===== src/rtl/ex_mem_pkg.sv =====
// Shared widths, constants and types for the EX->MEM pipeline register.
package ex_mem_pkg;

  localparam int REG_BUS_W    = 32;  // RegBus
  localparam int REG_ADDR_W   = 5;   // RegAddrBus
  localparam int DOUBLE_REG_W = 64;  // DoubleRegBus
  localparam int CNT_W        = 2;   // CntBus

  localparam logic [REG_ADDR_W-1:0] NOP_REG_ADDR  = 5'b0_0000;
  localparam logic [REG_BUS_W-1:0]  ZERO_WORD     = 32'h0000_0000;
  localparam logic                  WRITE_ENABLE  = 1'b1;
  localparam logic                  WRITE_DISABLE = 1'b0;
  localparam logic                  STOP          = 1'b1;
  localparam logic                  NO_STOP       = 1'b0;

  // What the slot does on the next rising edge.
  typedef enum logic [1:0] {
    ACT_ADVANCE,
    ACT_BUBBLE,
    ACT_HOLD,
    ACT_FLUSH
  } slot_action_e;

  // Contents of the EX->MEM slot as seen by the memory stage.
  typedef struct packed {
    logic [REG_ADDR_W-1:0] wd;
    logic                  wreg;
    logic [REG_BUS_W-1:0]  wdata;
    logic [REG_BUS_W-1:0]  hi;
    logic [REG_BUS_W-1:0]  lo;
    logic                  whilo;
    logic                  valid;
  } mem_slot_t;

  localparam mem_slot_t EMPTY_SLOT = '{
    wd:    NOP_REG_ADDR,
    wreg:  WRITE_DISABLE,
    wdata: ZERO_WORD,
    hi:    ZERO_WORD,
    lo:    ZERO_WORD,
    whilo: WRITE_DISABLE,
    valid: 1'b0
  };

  // Priority flush > hold > bubble > advance. A stalled memory stage with a
  // running execute stage cannot occur, so it simply falls through to advance.
  function automatic slot_action_e decode_action(input logic flush,
                                                 input logic ex_stall,
                                                 input logic mem_stall);
    if (flush)
      return ACT_FLUSH;
    else if (ex_stall == STOP && mem_stall == STOP)
      return ACT_HOLD;
    else if (ex_stall == STOP && mem_stall == NO_STOP)
      return ACT_BUBBLE;
    else
      return ACT_ADVANCE;
  endfunction

endpackage


===== src/rtl/ex_mem_if.sv =====
// EX->MEM bus: control (flush/stall), execute-stage results, memory-stage view
// and the MADD/MSUB state loop back to EX.
interface ex_mem_if
  import ex_mem_pkg::*;
#(
  parameter int STALL_W = 6
);

  logic                    flush;
  logic [STALL_W-1:0]      stall;

  logic [REG_ADDR_W-1:0]   ex_wd;
  logic                    ex_wreg;
  logic [REG_BUS_W-1:0]    ex_wdata;
  logic [REG_BUS_W-1:0]    ex_hi;
  logic [REG_BUS_W-1:0]    ex_lo;
  logic                    ex_whilo;
  logic [DOUBLE_REG_W-1:0] hilo_i;
  logic [CNT_W-1:0]        cnt_i;

  logic [REG_ADDR_W-1:0]   mem_wd;
  logic                    mem_wreg;
  logic [REG_BUS_W-1:0]    mem_wdata;
  logic [REG_BUS_W-1:0]    mem_hi;
  logic [REG_BUS_W-1:0]    mem_lo;
  logic                    mem_whilo;
  logic                    mem_valid;
  logic [DOUBLE_REG_W-1:0] hilo_o;
  logic [CNT_W-1:0]        cnt_o;

  // Pipeline/control side driving the register.
  modport master (
    output flush, stall, ex_wd, ex_wreg, ex_wdata, ex_hi, ex_lo, ex_whilo,
           hilo_i, cnt_i,
    input  mem_wd, mem_wreg, mem_wdata, mem_hi, mem_lo, mem_whilo, mem_valid,
           hilo_o, cnt_o
  );

  // The pipeline register itself.
  modport slave (
    input  flush, stall, ex_wd, ex_wreg, ex_wdata, ex_hi, ex_lo, ex_whilo,
           hilo_i, cnt_i,
    output mem_wd, mem_wreg, mem_wdata, mem_hi, mem_lo, mem_whilo, mem_valid,
           hilo_o, cnt_o
  );

endinterface


===== src/rtl/ex_mem.sv =====
// EX->MEM pipeline register with stall/bubble/flush handling and the
// MADD/MSUB partial-product loop back to EX.
// Optional macro EX_MEM_PERF_EN adds bubble_cnt/flush_cnt event counters.
module ex_mem
  import ex_mem_pkg::*;
#(
  parameter int STALL_W = 6,
  parameter int EX_IDX  = 3,
  parameter int MEM_IDX = 4
) (
  input  logic        clk,
  input  logic        rst,
  ex_mem_if.slave     bus
`ifdef EX_MEM_PERF_EN
  ,
  output logic [31:0] bubble_cnt,
  output logic [31:0] flush_cnt
`endif
);

  slot_action_e            action;
  mem_slot_t               slot_q, slot_d;
  logic [DOUBLE_REG_W-1:0] hilo_q, hilo_d;
  logic [CNT_W-1:0]        cnt_q, cnt_d;

  assign action = decode_action(bus.flush, bus.stall[EX_IDX], bus.stall[MEM_IDX]);

  // Next-state selection for the slot and the MADD/MSUB loop.
  always_comb begin
    // NOTE: defaults first so every path assigns every target and no latch is inferred.
    slot_d = slot_q;
    hilo_d = hilo_q;
    cnt_d  = cnt_q;
    unique case (action)
      ACT_FLUSH: begin
        slot_d = EMPTY_SLOT;
        hilo_d = '0;
        cnt_d  = '0;
      end
      ACT_HOLD: begin
        hilo_d = bus.hilo_i;
        cnt_d  = bus.cnt_i;
      end
      ACT_BUBBLE: begin
        slot_d = EMPTY_SLOT;
        hilo_d = bus.hilo_i;
        cnt_d  = bus.cnt_i;
      end
      ACT_ADVANCE: begin
        slot_d = '{
          wd:    bus.ex_wd,
          wreg:  bus.ex_wreg,
          wdata: bus.ex_wdata,
          hi:    bus.ex_hi,
          lo:    bus.ex_lo,
          whilo: bus.ex_whilo,
          valid: 1'b1
        };
        hilo_d = '0;
        cnt_d  = '0;
      end
    endcase
  end

  // Slot and loop registers; reset discards any in-flight MADD/MSUB state.
  always_ff @(posedge clk or negedge rst) begin
    // NOTE: sequential state uses non-blocking assignments only, so every register samples pre-edge values.
    if (!rst) begin
      slot_q <= EMPTY_SLOT;
      hilo_q <= '0;
      cnt_q  <= '0;
    end else begin
      slot_q <= slot_d;
      hilo_q <= hilo_d;
      cnt_q  <= cnt_d;
    end
  end

  assign bus.mem_wd    = slot_q.wd;
  assign bus.mem_wreg  = slot_q.wreg;
  assign bus.mem_wdata = slot_q.wdata;
  assign bus.mem_hi    = slot_q.hi;
  assign bus.mem_lo    = slot_q.lo;
  assign bus.mem_whilo = slot_q.whilo;
  assign bus.mem_valid = slot_q.valid;
  assign bus.hilo_o    = hilo_q;
  assign bus.cnt_o     = cnt_q;

`ifdef EX_MEM_PERF_EN
  logic [31:0] bubble_cnt_q, flush_cnt_q;

  // Free-running event counters, wrapping at 2^32, cleared only by reset.
  always_ff @(posedge clk or negedge rst) begin
    if (!rst) begin
      bubble_cnt_q <= '0;
      flush_cnt_q  <= '0;
    end else begin
      if (action == ACT_BUBBLE) bubble_cnt_q <= bubble_cnt_q + 32'd1;
      if (action == ACT_FLUSH)  flush_cnt_q  <= flush_cnt_q + 32'd1;
    end
  end

  assign bubble_cnt = bubble_cnt_q;
  assign flush_cnt  = flush_cnt_q;
`endif

endmodule


===== src/flat_wrapper.sv =====
// flat-port wrapper written by rule: the top's interface ports become plain ports
module ex_mem_flat import ex_mem_pkg::*;
#(
  parameter int STALL_W = 6,
  parameter int EX_IDX  = 3,
  parameter int MEM_IDX = 4
)
  (clk, rst, bus_flush, bus_stall, bus_ex_wd, bus_ex_wreg, bus_ex_wdata, bus_ex_hi, bus_ex_lo, bus_ex_whilo, bus_hilo_i, bus_cnt_i, bus_mem_wd, bus_mem_wreg, bus_mem_wdata, bus_mem_hi, bus_mem_lo, bus_mem_whilo, bus_mem_valid, bus_hilo_o, bus_cnt_o);
  ex_mem_if #(.STALL_W(STALL_W)) bus_i ();
  input  logic clk;
  input  logic rst;
  input wire logic [$bits(bus_i.flush)-1:0] bus_flush;
  input wire logic [$bits(bus_i.stall)-1:0] bus_stall;
  input wire logic [$bits(bus_i.ex_wd)-1:0] bus_ex_wd;
  input wire logic [$bits(bus_i.ex_wreg)-1:0] bus_ex_wreg;
  input wire logic [$bits(bus_i.ex_wdata)-1:0] bus_ex_wdata;
  input wire logic [$bits(bus_i.ex_hi)-1:0] bus_ex_hi;
  input wire logic [$bits(bus_i.ex_lo)-1:0] bus_ex_lo;
  input wire logic [$bits(bus_i.ex_whilo)-1:0] bus_ex_whilo;
  input wire logic [$bits(bus_i.hilo_i)-1:0] bus_hilo_i;
  input wire logic [$bits(bus_i.cnt_i)-1:0] bus_cnt_i;
  output wire logic [$bits(bus_i.mem_wd)-1:0] bus_mem_wd;
  output wire logic [$bits(bus_i.mem_wreg)-1:0] bus_mem_wreg;
  output wire logic [$bits(bus_i.mem_wdata)-1:0] bus_mem_wdata;
  output wire logic [$bits(bus_i.mem_hi)-1:0] bus_mem_hi;
  output wire logic [$bits(bus_i.mem_lo)-1:0] bus_mem_lo;
  output wire logic [$bits(bus_i.mem_whilo)-1:0] bus_mem_whilo;
  output wire logic [$bits(bus_i.mem_valid)-1:0] bus_mem_valid;
  output wire logic [$bits(bus_i.hilo_o)-1:0] bus_hilo_o;
  output wire logic [$bits(bus_i.cnt_o)-1:0] bus_cnt_o;
  assign bus_i.flush = bus_flush;
  assign bus_i.stall = bus_stall;
  assign bus_i.ex_wd = bus_ex_wd;
  assign bus_i.ex_wreg = bus_ex_wreg;
  assign bus_i.ex_wdata = bus_ex_wdata;
  assign bus_i.ex_hi = bus_ex_hi;
  assign bus_i.ex_lo = bus_ex_lo;
  assign bus_i.ex_whilo = bus_ex_whilo;
  assign bus_i.hilo_i = bus_hilo_i;
  assign bus_i.cnt_i = bus_cnt_i;
  assign bus_mem_wd = bus_i.mem_wd;
  assign bus_mem_wreg = bus_i.mem_wreg;
  assign bus_mem_wdata = bus_i.mem_wdata;
  assign bus_mem_hi = bus_i.mem_hi;
  assign bus_mem_lo = bus_i.mem_lo;
  assign bus_mem_whilo = bus_i.mem_whilo;
  assign bus_mem_valid = bus_i.mem_valid;
  assign bus_hilo_o = bus_i.hilo_o;
  assign bus_cnt_o = bus_i.cnt_o;
  ex_mem #(.STALL_W(STALL_W), .EX_IDX(EX_IDX), .MEM_IDX(MEM_IDX)) u_core (.clk(clk), .rst(rst), .bus(bus_i));
endmodule

===== config.mk =====
export PLATFORM = sky130hd
export DESIGN_NAME = ex_mem_flat
export DESIGN_NICKNAME = d
export VERILOG_FILES = /design/src/rtl/ex_mem_pkg.sv /design/src/rtl/ex_mem_if.sv /design/src/rtl/ex_mem.sv /design/src/flat_wrapper.sv
export SDC_FILE = /design/constraint.sdc
export NUM_CORES = 1
export LEC_CHECK = 0
export ABC_AREA = 0
export BUFFER_PORTS_ARGS = -buffer_cell sky130_fd_sc_hd__buf_2
export CORE_ASPECT_RATIO = 1.25
export CORE_MARGIN = 1.5
export CORE_UTILIZATION = 30
export DETAILED_ROUTE_END_ITERATION = 12
export PLACE_DENSITY_LB_ADDON = 0.12
export SYNTH_ARGS = -nofsm -noshare
export SYNTH_HDL_FRONTEND = slang
export SYNTH_SLANG_ARGS = --single-unit

===== constraint.sdc =====
create_clock -name clk -period 0.93 [get_ports clk]
set_input_delay 0.093 -clock clk [delete_from_list [all_inputs] [get_ports clk]]
set_output_delay 0.093 -clock clk [all_outputs]
set_load 0.02 [all_outputs]

==> flow_summary.json, run 1 <==
{
  "cpPeakStageDelay_ps": 420,
  "die_area_um2": 21600,
  "placedCellCount": 1193,
  "clkLatencyLatePin_ps": 420,
  "postSynthCellCount": 594,
  "vias_per_cell": 4.28,
  "tightest_slew_ps": 290,
  "outcome": "complete, but fails checks",
  "antennaDiodeCount": 0,
  "place_congestion": 0.771,
  "worst_ep_required_time_ps": 840,
  "ant_nets": 0,
  "register_area_um2": 4250,
  "ioPinCount": 348,
  "port_buffers": 343,
  "instances_no_fill": 1458,
  "first_pass_iters": 4,
  "violations": "setup timing",
  "synth_fp_nets": 775,
  "synth.area.top_cells": "dfrtp_1 68%, nand2_1 12%, nor2b_1 6.6%, o21ai_1 5.6%, o21ai_0 2.7%",
  "numCtsBuffers": 17,
  "layout-drive-gt1-share": 0.396,
  "cp_max_fo": 2,
  "n_fill_cell": 1642,
  "ys_warn_count": 0,
  "netlist.area_leader.share": 0.684,
  "vdd_drop_max_uv": 1060,
  "fin_worst_skew_ps": 0,
  "cap_violations": 0,
  "relSlewSlack": 0.807,
  "synth.avg_cell_area_um2": 10.5,
  "cts_tree": "built",
  "total_power_mw": 18.9,
  "synth-seq-cells": 170,
  "grt_pass1_vias": 6469,
  "p_leak_nw": 6.07,
  "drc": 0,
  "overflow": 0,
  "finalNetCount": 1357,
  "grt_use_total": 0.195,
  "place_area_um2": 8480,
  "crit_arrival_ps": 1000,
  "start_util": 0.307,
  "clock_tree.root_cell": "clkbuf_16",
  "drtIter0Drc": 207,
  "cp_cell_sequence": "buf_6",
  "post_drt_wl_per_cell_um": 14.9,
  "drv_slew": 0,
  "coreArea_um2": 20200,
  "rsz0062_at_grt": "yes",
  "die_x_um": 132,
  "final_cell_area_um2": 12400,
  "ys_seq_area_frac": 0.684,
  "drt_wl_total_mm": 21.7,
  "path_class": "reg2out",
  "grt_max_degree": 46,
  "powerDensity_nw_per_um2": 1530,
  "setup_slack_ps": -158,
  "utilization": 0.611,
  "synth_cell_types": 14,
  "clk_path_buf_depth": 2,
  "cts_sinks": 170,
  "worstSetupEndpointType": "output pin",
  "clk_pin_slew_ps": 70,
  "place_hpwl_mm": 13.5,
  "crit_slowest_cell": "dfrtp_1",
  "holdWs_ps": 111,
  "vias": 6233,
  "finalHoldViolCount": 0,
  "hp-class": "in2async",
  "multi_input_area_um2": 1800,
  "cp_top_family": "flip-flops",
  "dieHeight_um": 164,
  "synth_area_um2": 6220,
  "grt_first_pass_wirelength_mm": 33.1,
  "area_growth_pct": 98.8,
  "yosys.area.top_type": "dfrtp_1",
  "finalCritPeriodShare": 1.17,
  "worst_setup_path_start_kind": "flip-flop",
  "num_rows": 58,
  "min_period_ps": 1090,
  "max_freq_mhz": 919,
  "cts_htree_levels": 4,
  "antenna_found_initial": 0,
  "critPathBufInv": 1,
  "finalSetupViolCount": 170
}
-- sequential cells by signal, indices dropped and copies added, names as in the netlist --
| register | flops |
|---|---|
| u_core.bus.hilo_o | 64 |
| u_core.bus.mem_hi | 32 |
| u_core.bus.mem_lo | 32 |
| u_core.bus.mem_wdata | 32 |
| u_core.bus.mem_wd | 5 |
| u_core.bus.cnt_o | 2 |
| u_core.bus.mem_valid | 1 |
| u_core.bus.mem_whilo | 1 |
| u_core.bus.mem_wreg | 1 |
-- cells in the mapped netlist --
cell type	number
nor2b_1	66
a21oi_1	1
ha_1	3
a21o_1	1
nand2_1	206
mux2_2	1
o21ai_1	70
clkbuf_1	9
dfrtp_1	170
buf_4	3
buf_1	2
buf_2	27
inv_1	2
o21ai_0	33
-- power breakdown --
part	leakage (nW)	switching, mW	total (mW)	internal, mW
clock	0.282	3.13	6.96	3.83
sequential	2.28	0.268	8.10	7.83
combinational	3.50	1.77	3.87	2.10
-- path summary, 6_finish.rpt --
kind | startpoint | endpoint | slack, ps | cells past startpoint
max | u_core.bus.mem_wdata[28]$_DFFE_PN0P_ | bus_mem_wdata[28] | -160 | 1
min | rst | u_core.bus.mem_lo[25]$_DFFE_PN0P_ | 110 | 2
max reg2reg | u_core.bus.mem_hi[6]$_DFFE_PN0P_ | u_core.bus.mem_hi[6]$_DFFE_PN0P_ | 30 | 4
min reg2reg | u_core.bus.mem_hi[1]$_DFFE_PN0P_ | u_core.bus.mem_hi[1]$_DFFE_PN0P_ | 510 | 2
max in group asynchronous | rst | u_core.bus.mem_hi[10]$_DFFE_PN0P_ | 330 | 3
min in group clk | bus_flush | u_core.bus.mem_hi[21]$_DFFE_PN0P_ | 240 | 4
-- layout make-up --
type                            count  share of cell area
Clock buffer                       18              0.0355
Clock inverter                     13              0.0109
Inverter                            2            0.000809
Multi-Input combinational cell    381               0.146
Sequential cell                   170               0.344
Tap cell                          270              0.0273
Timing Repair Buffer              604               0.436
-- metrics by stage --
step	setup WS, ps	TNS (ps)
floorplan	-149	-16390
global placement	-335	-47710
detailed placement	-373	-51610
CTS	-189	-23040
global route	-190	-25050
finish	-158	-18350
-- layout by cell type, fill, tap and decap left out, drive strengths merged --
master / n
mux2: 1
buf: 431
a21o: 1
a21oi: 1
dlygate4sd3: 170
nor2b: 66
nand2: 206
clkinvlp: 1
inv: 8
dfrtp: 170
bufinv: 1
o21ai: 103
clkbuf: 21
clkinv: 5
ha: 3
-- layer usage --
layer  vias up  global-route usage  routed length (um)
li1       3040                   -                   -
met2       271               0.338               11000
met5         -                   0                   0
met3        36              0.0679                1790
met1      2886               0.219                8460
met4         0              0.0864                 530
-- what timing repair did --
item                                    4_1_cts  5_1_grt
endpoints found under the setup margin      170      185
endpoints found under the hold margin       339        0
hold buffers                                170        0
setup buffers                                23       38
gates cloned                                  0        3
gates resized for setup                     340        5
pin swaps                                     0        1
-- kinds of logic (layout without fill, tap and decap cells) --
| logic type | count (synthesis) | after routing | share of synthesized area |
|---|---|---|---|
| adder cells (fa/ha/maj) | 3 | 3 | 0.00603 |
| multiplexers | 1 | 1 | 0.00181 |
| AO/OA/AOI/OAI | 105 | 105 | 0.0848 |
| flip-flops | 170 | 170 | 0.684 |
| buffers and inverters | 43 | 637 | 0.0332 |
| AND/OR/NAND/NOR | 272 | 272 | 0.191 |
(Power assumes the default switching activity.)
==> run 2: changes to the inputs <==
--- a/config.mk
+++ b/config.mk
@@ -5,8 +5,9 @@
 export SDC_FILE = /design/constraint.sdc
 export NUM_CORES = 1
 export LEC_CHECK = 0
-export ABC_AREA = 0
+export ABC_AREA = 1
 export BUFFER_PORTS_ARGS = -buffer_cell sky130_fd_sc_hd__buf_2
+export CAP_MARGIN = 40
 export CORE_ASPECT_RATIO = 1.25
 export CORE_MARGIN = 1.5
 export CORE_UTILIZATION = 30
==> flow_summary.json, run 2 <==
{
  "min_period_ps": 1070,
  "setup_slack_ps": -140,
  "path_class": "reg2out",
  "final_cell_mix": "209 x nand2_1, 172 x buf_2, 171 x buf_6",
  "reg2reg_to": "u_core.bus.mem_lo[3]$_DFFE_PN0P_",
  "postSynthCellCount": 663,
  "finalNetCount": 1426,
  "violations": "setup timing",
  "clk_path_buf_depth": 2,
  "num_rows": 59,
  "antennaDiodeCount": 0,
  "clk_pin_slew_ps": 70,
  "die_x_um": 133,
  "finalCritPeriodShare": 1.15,
  "drt_wl_total_mm": 23.0,
  "powerDensity_nw_per_um2": 1490,
  "post_drt_wl_per_cell_um": 15.0,
  "outcome": "complete, but fails checks",
  "yosysMostFrequentCell": "nand2_1",
  "largest_reg_flops": 64,
  "drtIter0Drc": 230,
  "critPathBufInv": 1,
  "sequentialPowerShare": 0.428,
  "overflow": 0,
  "ys_async_sr_fraction": 1.00,
  "max_freq_mhz": 935,
  "p_sw_mw": 5.23,
  "ys_warn_count": 0,
  "numCtsBuffers": 17,
  "synth_fp_nets": 844,
  "ys_seq_area_frac": 0.668,
  "finalHoldViolCount": 0,
  "ioPinCount": 348,
  "drv_slew": 0,
  "r2r_start": "u_core.bus.mem_lo[3]$_DFFE_PN0P_",
  "post-place-ws_ps": -319,
  "yosys.area.top_type": "dfrtp_1",
  "synth_top_flop_cell": "dfrtp_1",
  "synth-seq-cells": 170,
  "hp-class": "in2async",
  "rsz0062_at_grt": "yes",
  "coreArea_um2": 20800,
  "cp_top_family": "flip-flops",
  "grt_use_total": 0.205,
  "crit_arrival_ps": 980,
  "cts_tree": "built",
  "path_depth": 1,
  "vias_per_cell": 4.29,
  "ant_nets": 0,
  "vias": 6570,
  "cpPeakStageDelay_ps": 410,
  "layout-drive-gt1-share": 0.413,
  "synth_area_um2": 6370,
  "combinationalPowerShare": 0.213,
  "grt_pass1_vias": 7002,
  "relSlewSlack": 0.772,
  "synth_edf_count": 0,
  "p_clk_frac": 0.358,
  "synth_cell_types": 14,
  "start_util": 0.306,
  "worst_ep_required_time_ps": 840,
  "die_area_um2": 22100,
  "place_hpwl_mm": 14.2,
  "cp_max_fo": 2,
  "synth.area.top_cells": "dfrtp_1 67%, nand2_1 12%, nand3_1 8.1%, inv_1 3.9%, nor2_1 3.9%",
  "ys_top_cells_by_count": "209 x nand2_1, 170 x dfrtp_1, 103 x nand3_1, 67 x inv_1, 66 x nor2_1",
  "fin_worst_skew_ps": 0,
  "internal_power_mw": 13.7,
  "finalSetupViolCount": 170,
  "fin_tns_setup_ps": -17770,
  "drc": 0,
  "dieHeight_um": 166,
  "p_leak_nw": 6.90,
  "first_pass_iters": 6,
  "cts_sinks": 170,
  "area_growth_pct": 98.9,
  "port_buffers": 343,
  "worstSetupEndpointType": "output pin",
  "tightest_slew_ps": 342,
  "swShare": 0.277,
  "antenna_found_initial": 0,
  "rrSetupSlack_ps": 30,
  "ff2ff_path_depth": 4,
  "grt_max_degree": 56,
  "cts_htree_levels": 4,
  "clock_tree.root_cell": "clkbuf_16",
  "synth.avg_cell_area_um2": 9.61,
  "clkLatencyLatePin_ps": 420,
  "layout_commonest_cell": "nand2_1",
  "cp_cell_sequence": "buf_6",
  "cap_violations": 0,
  "crit_slowest_cell": "dfrtp_1",
  "netlist.area_leader.share": 0.668,
  "worst_setup_path_start_kind": "flip-flop",
  "place_congestion": 0.772,
  "grt_first_pass_wirelength_mm": 36.0,
  "vdd_drop_max_uv": 1150
}
-- run 2: cell types whose count changed after synthesis, moves of 3 or more --
cell / previous run / this run
o21ai_1: 70 / 0
nor2b_1: 66 / 0
buf_6: 0 / 8
nand3_1: 0 / 103
clkbuf_1: 9 / 3
nor2_1: 0 / 66
o21ai_0: 33 / 0
nand2_1: 206 / 209
inv_1: 2 / 67
-- run 2: area by class of cell --
type,count,area [um^2]
inverter,68,260
tap,274,343
fill,1692,8150
clock buffer,21,440
clock inverter,11,113
sequential,170,4250
timing repair buffer,604,5360
multi-input combinational,384,1900
-- run 2: power by group through the flow --
stage / registers (mW) / clock network [mW] / logic, mW
global route: 8.13 / 7.29 / 4.32
finish: 8.10 / 6.78 / 4.04
CTS: 8.09 / 6.99 / 3.95
detailed placement: 8.11 / 0 / 2.81
floorplan: 8.70 / 0 / 0.845
global placement: 8.10 / 0 / 2.81
-- run 2: metrics by stage --
step                      area [um^2]  hold slack (ps)  cells  total power [mW]  utilization
after floorplan                  6760             -203    663              9.54            -
after global placement           8930             9.25   1274              10.9        0.429
after detailed placement         8930             2.24   1274              10.9        0.429
after CTS                       12400              118   1499              19.0        0.597
after global routing            12700              142   1532              19.7        0.608
final                           12700              154   1532              18.9        0.608
-- run 2: routing by layer --
layer | track usage | vias up | share of wire
li1 | - | 3176 | -
met1 | 0.234 | 3073 | 0.39
met2 | 0.357 | 286 | 0.50
met3 | 0.0763 | 35 | 0.084
met4 | 0.0624 | 0 | 0.019
met5 | 0 | - | 0
-- run 2: worst max-delay path by stage --
stage                                                   start                           endpoint  slack, ps
after floorplan                                  bus_stall[3]  u_core.bus.mem_hi[10]$_DFFE_PN0P_       -130
after global placement                           bus_stall[3]    u_core.bus.hilo_o[55]$_DFF_PN0_       -310
after detailed placement                         bus_stall[3]   u_core.bus.mem_lo[4]$_DFFE_PN0P_       -320
after CTS                 u_core.bus.mem_wdata[9]$_DFFE_PN0P_                   bus_mem_wdata[9]       -160
after global routing        u_core.bus.mem_lo[28]$_DFFE_PN0P_                     bus_mem_lo[28]       -180
final                     u_core.bus.mem_wdata[9]$_DFFE_PN0P_                   bus_mem_wdata[9]       -140
-- run 2: what timing repair did --
action	4_1_cts	5_1_grt
hold buffers	170	0
endpoints found under the setup margin	170	170
setup buffers	23	33
endpoints found under the hold margin	339	0
pin swaps	0	0
resized for setup	340	0
-- run 2: cells by family after synthesis --
group           after synthesis  share of synthesized area
compound gates                3                    0.00275
fa+ha+maj                     3                    0.00589
buf+inv                     109                     0.0805
flops                       170                      0.668
simple gates                378                      0.243
